<file path="src/rtl/pwm_multi.sv">
// rtl/pwm_multi.sv - multi-channel PWM generator with one shared edge/center-aligned period counter
// TOP, CMP and MODE are double-buffered and are copied to the active set only at period boundaries or while idle.
module pwm_multi #(
   parameter int WIDTH    = 16,
   parameter int CHANNELS = 4,
   parameter int ADDR_W   = $clog2(CHANNELS + 3)
) (
   input  logic                clk,
   input  logic                nrst,
   input  logic                we,
   input  logic [ADDR_W-1:0]   addr,
   input  logic [WIDTH-1:0]    wdata,
   output logic [WIDTH-1:0]    rdata,
   output logic [WIDTH-1:0]    cnt,
   output logic [CHANNELS-1:0] out,
   output logic                period_end
);

   logic                en;
   logic                mode_sh;
   logic                mode_act;
   logic                dir;
   logic [WIDTH-1:0]    top_sh;
   logic [WIDTH-1:0]    top_act;
   logic [CHANNELS-1:0] pol;
   logic [WIDTH-1:0]    cmp_sh  [CHANNELS];
   logic [WIDTH-1:0]    cmp_act [CHANNELS];

   logic                en_nxt;
   logic                mode_sh_nxt;
   logic [WIDTH-1:0]    top_sh_nxt;
   logic [CHANNELS-1:0] pol_nxt;
   logic [WIDTH-1:0]    cmp_sh_nxt [CHANNELS];
   logic                last;
   logic                load;
   logic [CHANNELS-1:0] raw;
   int                  addr_i;

   assign addr_i = int'(addr);

   // Post-write register values; the active set loads these so a write in the boundary cycle wins.
   always_comb begin
      en_nxt      = en;
      mode_sh_nxt = mode_sh;
      top_sh_nxt  = top_sh;
      pol_nxt     = pol;
      for (int k = 0; k < CHANNELS; k++) cmp_sh_nxt[k] = cmp_sh[k];
      if (we) begin
         if (addr_i == 0) begin
            en_nxt      = wdata[0];
            mode_sh_nxt = wdata[1];
         end
         if (addr_i == 1) top_sh_nxt = wdata;
         if (addr_i == 2) pol_nxt = wdata[CHANNELS-1:0];
         for (int k = 0; k < CHANNELS; k++)
            if (addr_i == k + 3) cmp_sh_nxt[k] = wdata;
      end
   end

   // Center mode with TOP<=1 has no down-count phase, so the period ends on the up side.
   always_comb begin
      if (!mode_act)
         last = (cnt >= top_act);
      else if (dir)
         last = (cnt == WIDTH'(1));
      else
         last = (top_act <= WIDTH'(1)) && (cnt >= top_act);
   end

   assign period_end = en && last;
   assign load       = !en || last;

   always_ff @(posedge clk) begin
      if (!nrst) begin
         en       <= 1'b0;
         mode_sh  <= 1'b0;
         mode_act <= 1'b0;
         dir      <= 1'b0;
         top_sh   <= '0;
         top_act  <= '0;
         pol      <= '0;
         cnt      <= '0;
         for (int k = 0; k < CHANNELS; k++) begin
            cmp_sh[k]  <= '0;
            cmp_act[k] <= '0;
         end
      end else begin
         en      <= en_nxt;
         mode_sh <= mode_sh_nxt;
         top_sh  <= top_sh_nxt;
         pol     <= pol_nxt;
         for (int k = 0; k < CHANNELS; k++) cmp_sh[k] <= cmp_sh_nxt[k];
         if (load) begin
            mode_act <= mode_sh_nxt;
            top_act  <= top_sh_nxt;
            for (int k = 0; k < CHANNELS; k++) cmp_act[k] <= cmp_sh_nxt[k];
         end
         if (!en || !en_nxt) begin
            cnt <= '0;
            dir <= 1'b0;
         end else if (!mode_act) begin
            cnt <= last ? '0 : cnt + WIDTH'(1);
            dir <= 1'b0;
         end else if (dir) begin
            if (cnt <= WIDTH'(1)) begin
               cnt <= '0;
               dir <= 1'b0;
            end else begin
               cnt <= cnt - WIDTH'(1);
            end
         end else if (cnt >= top_act) begin
            if (top_act <= WIDTH'(1)) begin
               cnt <= '0;
            end else begin
               cnt <= top_act - WIDTH'(1);
               dir <= 1'b1;
            end
         end else begin
            cnt <= cnt + WIDTH'(1);
         end
      end
   end

   always_comb begin
      for (int k = 0; k < CHANNELS; k++) raw[k] = en && (cnt < cmp_act[k]);
   end

   assign out = raw ^ pol;

   always_comb begin
      rdata = '0;
      if (addr_i == 0) rdata[1:0] = {mode_sh, en};
      if (addr_i == 1) rdata = top_sh;
      if (addr_i == 2) rdata[CHANNELS-1:0] = pol;
      for (int k = 0; k < CHANNELS; k++)
         if (addr_i == k + 3) rdata = cmp_sh[k];
   end

endmodule

</file>
<file path="config.mk">
export PLATFORM = sky130hd
export DESIGN_NAME = pwm_multi
export DESIGN_NICKNAME = d
export VERILOG_FILES = /design/src/rtl/pwm_multi.sv
export SDC_FILE = /design/constraint.sdc
export NUM_CORES = 1
export LEC_CHECK = 0
export ABC_AREA = 1
export CAP_MARGIN = 20
export CORE_UTILIZATION = 24
export CTS_CLUSTER_SIZE = 28
export DETAILED_ROUTE_END_ITERATION = 6
export PLACE_DENSITY = 0.43
export SLEW_MARGIN = 25
export SYNTH_ARGS = -nofsm -noshare
export SYNTH_HDL_FRONTEND = slang
export SYNTH_SLANG_ARGS = --single-unit
</file>
<file path="constraint.sdc">
create_clock -name clk -period 4.8 [get_ports clk]
set_clock_uncertainty 0.05 [all_clocks]
set_input_delay 0.48 -clock clk [delete_from_list [all_inputs] [get_ports clk]]
set_output_delay 0.48 -clock clk [all_outputs]
set_load 0.05 [all_outputs]
</file>
======== After elaboration in Yosys (flattened, before gate mapping) ========
Memory sizes are Yosys's and may differ from the RTL's.
Index checks and enable logic that the tools add are counted.
operators by class
  add/subtract/negate cells ............... 3
  order comparisons ....................... 7
  equality and inequality tests ........... 7
  mux-type cells .......................... 43
  bitwise logic cells ..................... 11
  reductions and logical operators ........ 14
operators with widths
  cell                                                                               number
  16-bit 2-to-1 mux                                                                  25
  16-bit less-than comparator                                                        4
  64-bit 2-to-1 mux                                                                  1
  16-bit by 1-bit less-or-equal comparator with 1-bit output, second input constant  2
  32-bit logical NOT                                                                 1
  16-bit by 1-bit subtractor with 16-bit output, second input constant               2
  16-bit by 1-bit adder with 16-bit output, second input constant                    1
  16-bit by 1-bit == test with 1-bit output, second input constant                   1
  16-bit >= comparator                                                               1
  1-bit 2-to-1 mux                                                                   15
  3-bit == test, second input constant                                               4
  1-bit OR                                                                           8
  3-bit by 2-bit == test with 1-bit output, second input constant                    2
  1-bit logical AND                                                                  6
  4-bit 2-to-1 mux                                                                   1
  4-bit XOR                                                                          1
  3-bit OR reduction                                                                 1
  1-bit logical NOT                                                                  2
  1-bit logical OR                                                                   2
  2-bit 2-to-1 mux                                                                   1
  1-bit inverter                                                                     2
  2-bit AND reduction                                                                1
  2-bit OR reduction                                                                 1
word-level totals
  bits in registers ....................... 56
  RAM bits ................................ 128
  word-level logic and storage cells ...... 95
  memories kept ........................... 2
memories
  name     depth  width  rd ports  clocked after Yosys merged registers in  write ports  RTL line  RTL
  cmp_act  4      16     4         0                                        4            27        logic [WIDTH-1:0] cmp_act [CHANNELS];
  cmp_sh   4      16     4         0                                        4            26        logic [WIDTH-1:0] cmp_sh [CHANNELS];

======== Logic depth before layout (Yosys ltp) ========
  depth after elaboration ................. 9
  mapped depth ............................ 19
  gate-level depth less buffers ........... 17

======== Worst setup path before layout ========
No wires, ideal clock.
  path type ............................... register to register
  from .................................... reg cnt[0]
  to ...................................... mem cmp_act[0][0] (enable)
  setup time .............................. 0.688 ns
  data arrival time ....................... 3.493 ns
  data required time ...................... 4.062 ns
  slack ................................... 0.570 ns
  stages on the path, launching flop included .. 16
  path buffers ............................ 1
  clock period less this slack ............ 4.230 ns
  path through ............................ dfxtp_1 -> clkinv_1 -> ha_1 -> nand2_1 -> nor2_1 -> nor2_1 -> nand2_1 -> nand2_1 -> nand2_1 -> nand2_1 -> nand2_1 -> inv_1 -> nand2_1 -> nand2_4 -> clkbuf_1 -> nand2_1
RTL lines
  what                    RTL line  RTL
  from (decl)             14        output logic [WIDTH-1:0] cnt,
  from (signal assigned)  102       cnt <= last ? '0 : cnt + WIDTH'(1);
  from (signal assigned)  109       cnt <= cnt - WIDTH'(1);
  from (signal assigned)  115       cnt <= top_act - WIDTH'(1);
  to (decl)               27

======== Worst setup path after layout ========
  from .................................... reg cnt[5]
  to ...................................... out period_end
on the way
  longest elaborated chain between the ends .. 5
  elaborated cells on any way between the ends .. 6
ends and longest elaborated chain
  what                   RTL line  RTL
  16-bit >= comparator   63, 67
  1-bit logical AND      67        last = (top_act <= WIDTH'(1)) && (cnt >= top_act);
  1-bit 2-to-1 mux       64        else if (dir)
  1-bit 2-to-1 mux (*)   62        if (!mode_act)
  1-bit logical AND (*)  70        assign period_end = en && last;
  to (decl)              16        output logic period_end
Every way passes the cells marked *; elsewhere a longest branch is shown, timed or not.

==> reports/qor.csv <==
metric,value,unit
antenna_found_initial,0,
postCtsHoldBufs,0,
start_kind,register,
seq_area,0.004324,sq mm
drtAntennaViolNets,0,
clock-sinks,184,
drive_above_1_share,0.05611,
fin_tns_setup,0,ps
cts_setup_buffers,0,
multi_input_area,0.005072,sq mm
ys_ff_latch,184,
num_vias,8782,
status,"finished, final reports clean",
clk_latency,460,ps
p_leak,5.228,nW
grt_pass1_wl,50760,um
cts_resized,0,
die_area,0.04364,sq mm
core,0.04204,sq mm
synthCells,1348,
power.share.clock,0.408,
cts-root-buf,clkbuf_16,
power_frac_seq,0.460,
reg2reg_to,cmp_act[0][13],
comb_power_share,0.131,
drc,0,
drt_iter0_markers,463,
setup_viol,0,
power_density,304.6,mW/mm^2
firstDrtPassIters,5,
stdcell_count,1947,
dp_hpwl,24810,um
p_sw,1.101,mW
ys_top_cells_by_area,"dfxtp_1 23%, edfxtp_1 19%, ha_1 9.9%",
cts-buffers-inserted,17,
die-height,208.9,um
reg2reg_slack,1150,ps
max_cap_viol_count,0,
drt-vias-per-instance,4.511,
fmax,0.2465,GHz
rsz0062_at_grt,false,
fin_crit_sh,0.8450,
end_kind,output pin,
place_congestion,0.8305,
std_cell_rows,75,
grt_use_total,0.1553,
grt_pass1_vias,8384,
worst_r2r_path_depth,12,
synth_seq_area_share,0.4209,
synthFlopType,dfxtp_1,
rr_startpoint,cnt[9],
netlist_area,0.01027,sq mm
ys_types,37,
finalNetCount,1498,
worst_slew_pin_slew,907.1,ps
htree_levels,4,
fin_util,0.2875,
ir_drop,0.0002318,V
hold_viol,0,
synth-edff-count,64,
required,4270,ps
critical_path_arrival,3530,ps
num_io_pins,59,
worst-setup-path-type,register to output pin,
wirelength,33130,um
hp-start,top_act[1],
hold_path_end,top_act[1],
hp-class,register to register,
ys_warn_count,0,
dp.cells,1915,
fillers,4603,
mostFrequentLayoutCell,nand2_1,
whs_path_depth,2,
maxSlewHeadroom,0.3938,
synthArstFlopShare,0,
antenna_cells,0,
mostFrequentLayoutCells,"259 x nand2_1, 195 x nor2_1, 185 x inv_1, 120 x dfxtp_1, 106 x o21ai_0",
path_max_fanout,24,
yosys.area.top_type_share,0.2338,
synth_nets,1451,
internal_power,2.581,mW
p_sw_frac,0.2990,
start_util,0.2444,
post_drt_wl_per_cell,17.02,um
grt_max_degree,59,
grt_overflow,0,
synth.avg_cell_area,7.621,sq um
cts_tree,yes,
slew_viol_final,0,
period_needed,4056,ps
yosysTopAreaCell,dfxtp_1,
area_delta_synth_final,17.66,%
cts.clk_slew.worst_paths,70,ps
cts_buffer_depth,2,
portBuffers,58,
die-width,208.9,um
cells by family after synthesis:
| kind of cell | count (synthesis) | share of synthesized area |
|---|---|---|
| buf+inv | 235 | 0.08805 |
| xor+xnor | 26 | 0.02217 |
| flops | 184 | 0.4209 |
| compound gates | 216 | 0.1175 |
| simple gates | 606 | 0.2527 |
| fa+ha+maj | 81 | 0.09865 |
critical path, cell delays in order, from the launching register on:
cell and delay [ps]:
dfxtp_1 820, ha_1 270, a21oi_1 70, o21a_1 160, nand2_1 70, nand2_1 60
nand2_1 170, inv_1 80, nand2_1 130, nand2_4 200, nor2_1 210, clkdlybuf4s50_1 830
through the flow:
stage / setup slack (ps) / area, sq um / total power [mW] / hold WS, ps
global placement: 1020 / 11470 / 2.218 / 429.1
detailed placement: 1006 / 11470 / 2.220 / 421.5
finish: 743.8 / 12090 / 3.682 / 426.1
global route: 520.5 / 12090 / 3.846 / 460.3
CTS: 675.9 / 12090 / 3.719 / 433.5
floorplan: 569.6 / 10270 / 2.049 / 400.2
flip-flops by register name, indices dropped and copies added (netlist names):
name,flops
mode_act,1
cnt,16
pol,4
cmp_act,64
dir,1
mode_sh,1
en,1
top_act,16
cmp_sh,64
top_sh,16
cell usage after synthesis, types with 5 or more instances:
library cell,number
o22ai_1,5
edfxtp_1,64
dfxtp_1,120
o21ai_0,106
nand2_1,260
nor2_4,11
a221oi_1,11
nor3_1,16
o211ai_1,7
o221ai_1,5
clkbuf_1,38
a21oi_1,64
ha_1,81
xor2_1,25
inv_1,186
nand3_1,85
o21a_1,6
nand4_1,20
nor2_1,199
layout make-up:
| class | count | share of cell area |
|---|---|---|
| multi-input combinational | 929 | 0.4196 |
| sequential | 184 | 0.3577 |
| inverter | 191 | 0.05931 |
| timing repair buffer | 72 | 0.05672 |
| tap | 539 | 0.05579 |
| clock buffer | 19 | 0.03747 |
| clock inverter | 13 | 0.01335 |
how the worst max path moves through the flow:
stage | startpoint | end | slack (ps)
2_1_floorplan | cnt[0] | cmp_act[0][0] | 570
6_report | cnt[5] | period_end | 740
3_5_place_dp | addr[2] | rdata[1] | 1010
4_1_cts | cnt[8] | period_end | 680
3_3_place_gp | addr[2] | rdata[1] | 1020
5_1_grt | cnt[0] | period_end | 520
metal layers:
layer,GRT usage,part of all wire,routed length [um]
met5,0,0,0
met3,0.02495,0.037,1213
met1,0.2115,0.49,16230
met4,0.05603,0.026,855
met2,0.2472,0.45,14830
power by group through the flow:
stage / sequential (mW) / combinational (mW) / clock [mW]
after floorplan: 1.72 / 0.327 / 0
after global placement: 1.73 / 0.486 / 0
after detailed placement: 1.73 / 0.489 / 0
after CTS: 1.70 / 0.490 / 1.53
after global routing: 1.70 / 0.543 / 1.60
final: 1.70 / 0.484 / 1.50
No activity file was read; power rests on OpenSTA's default activity.
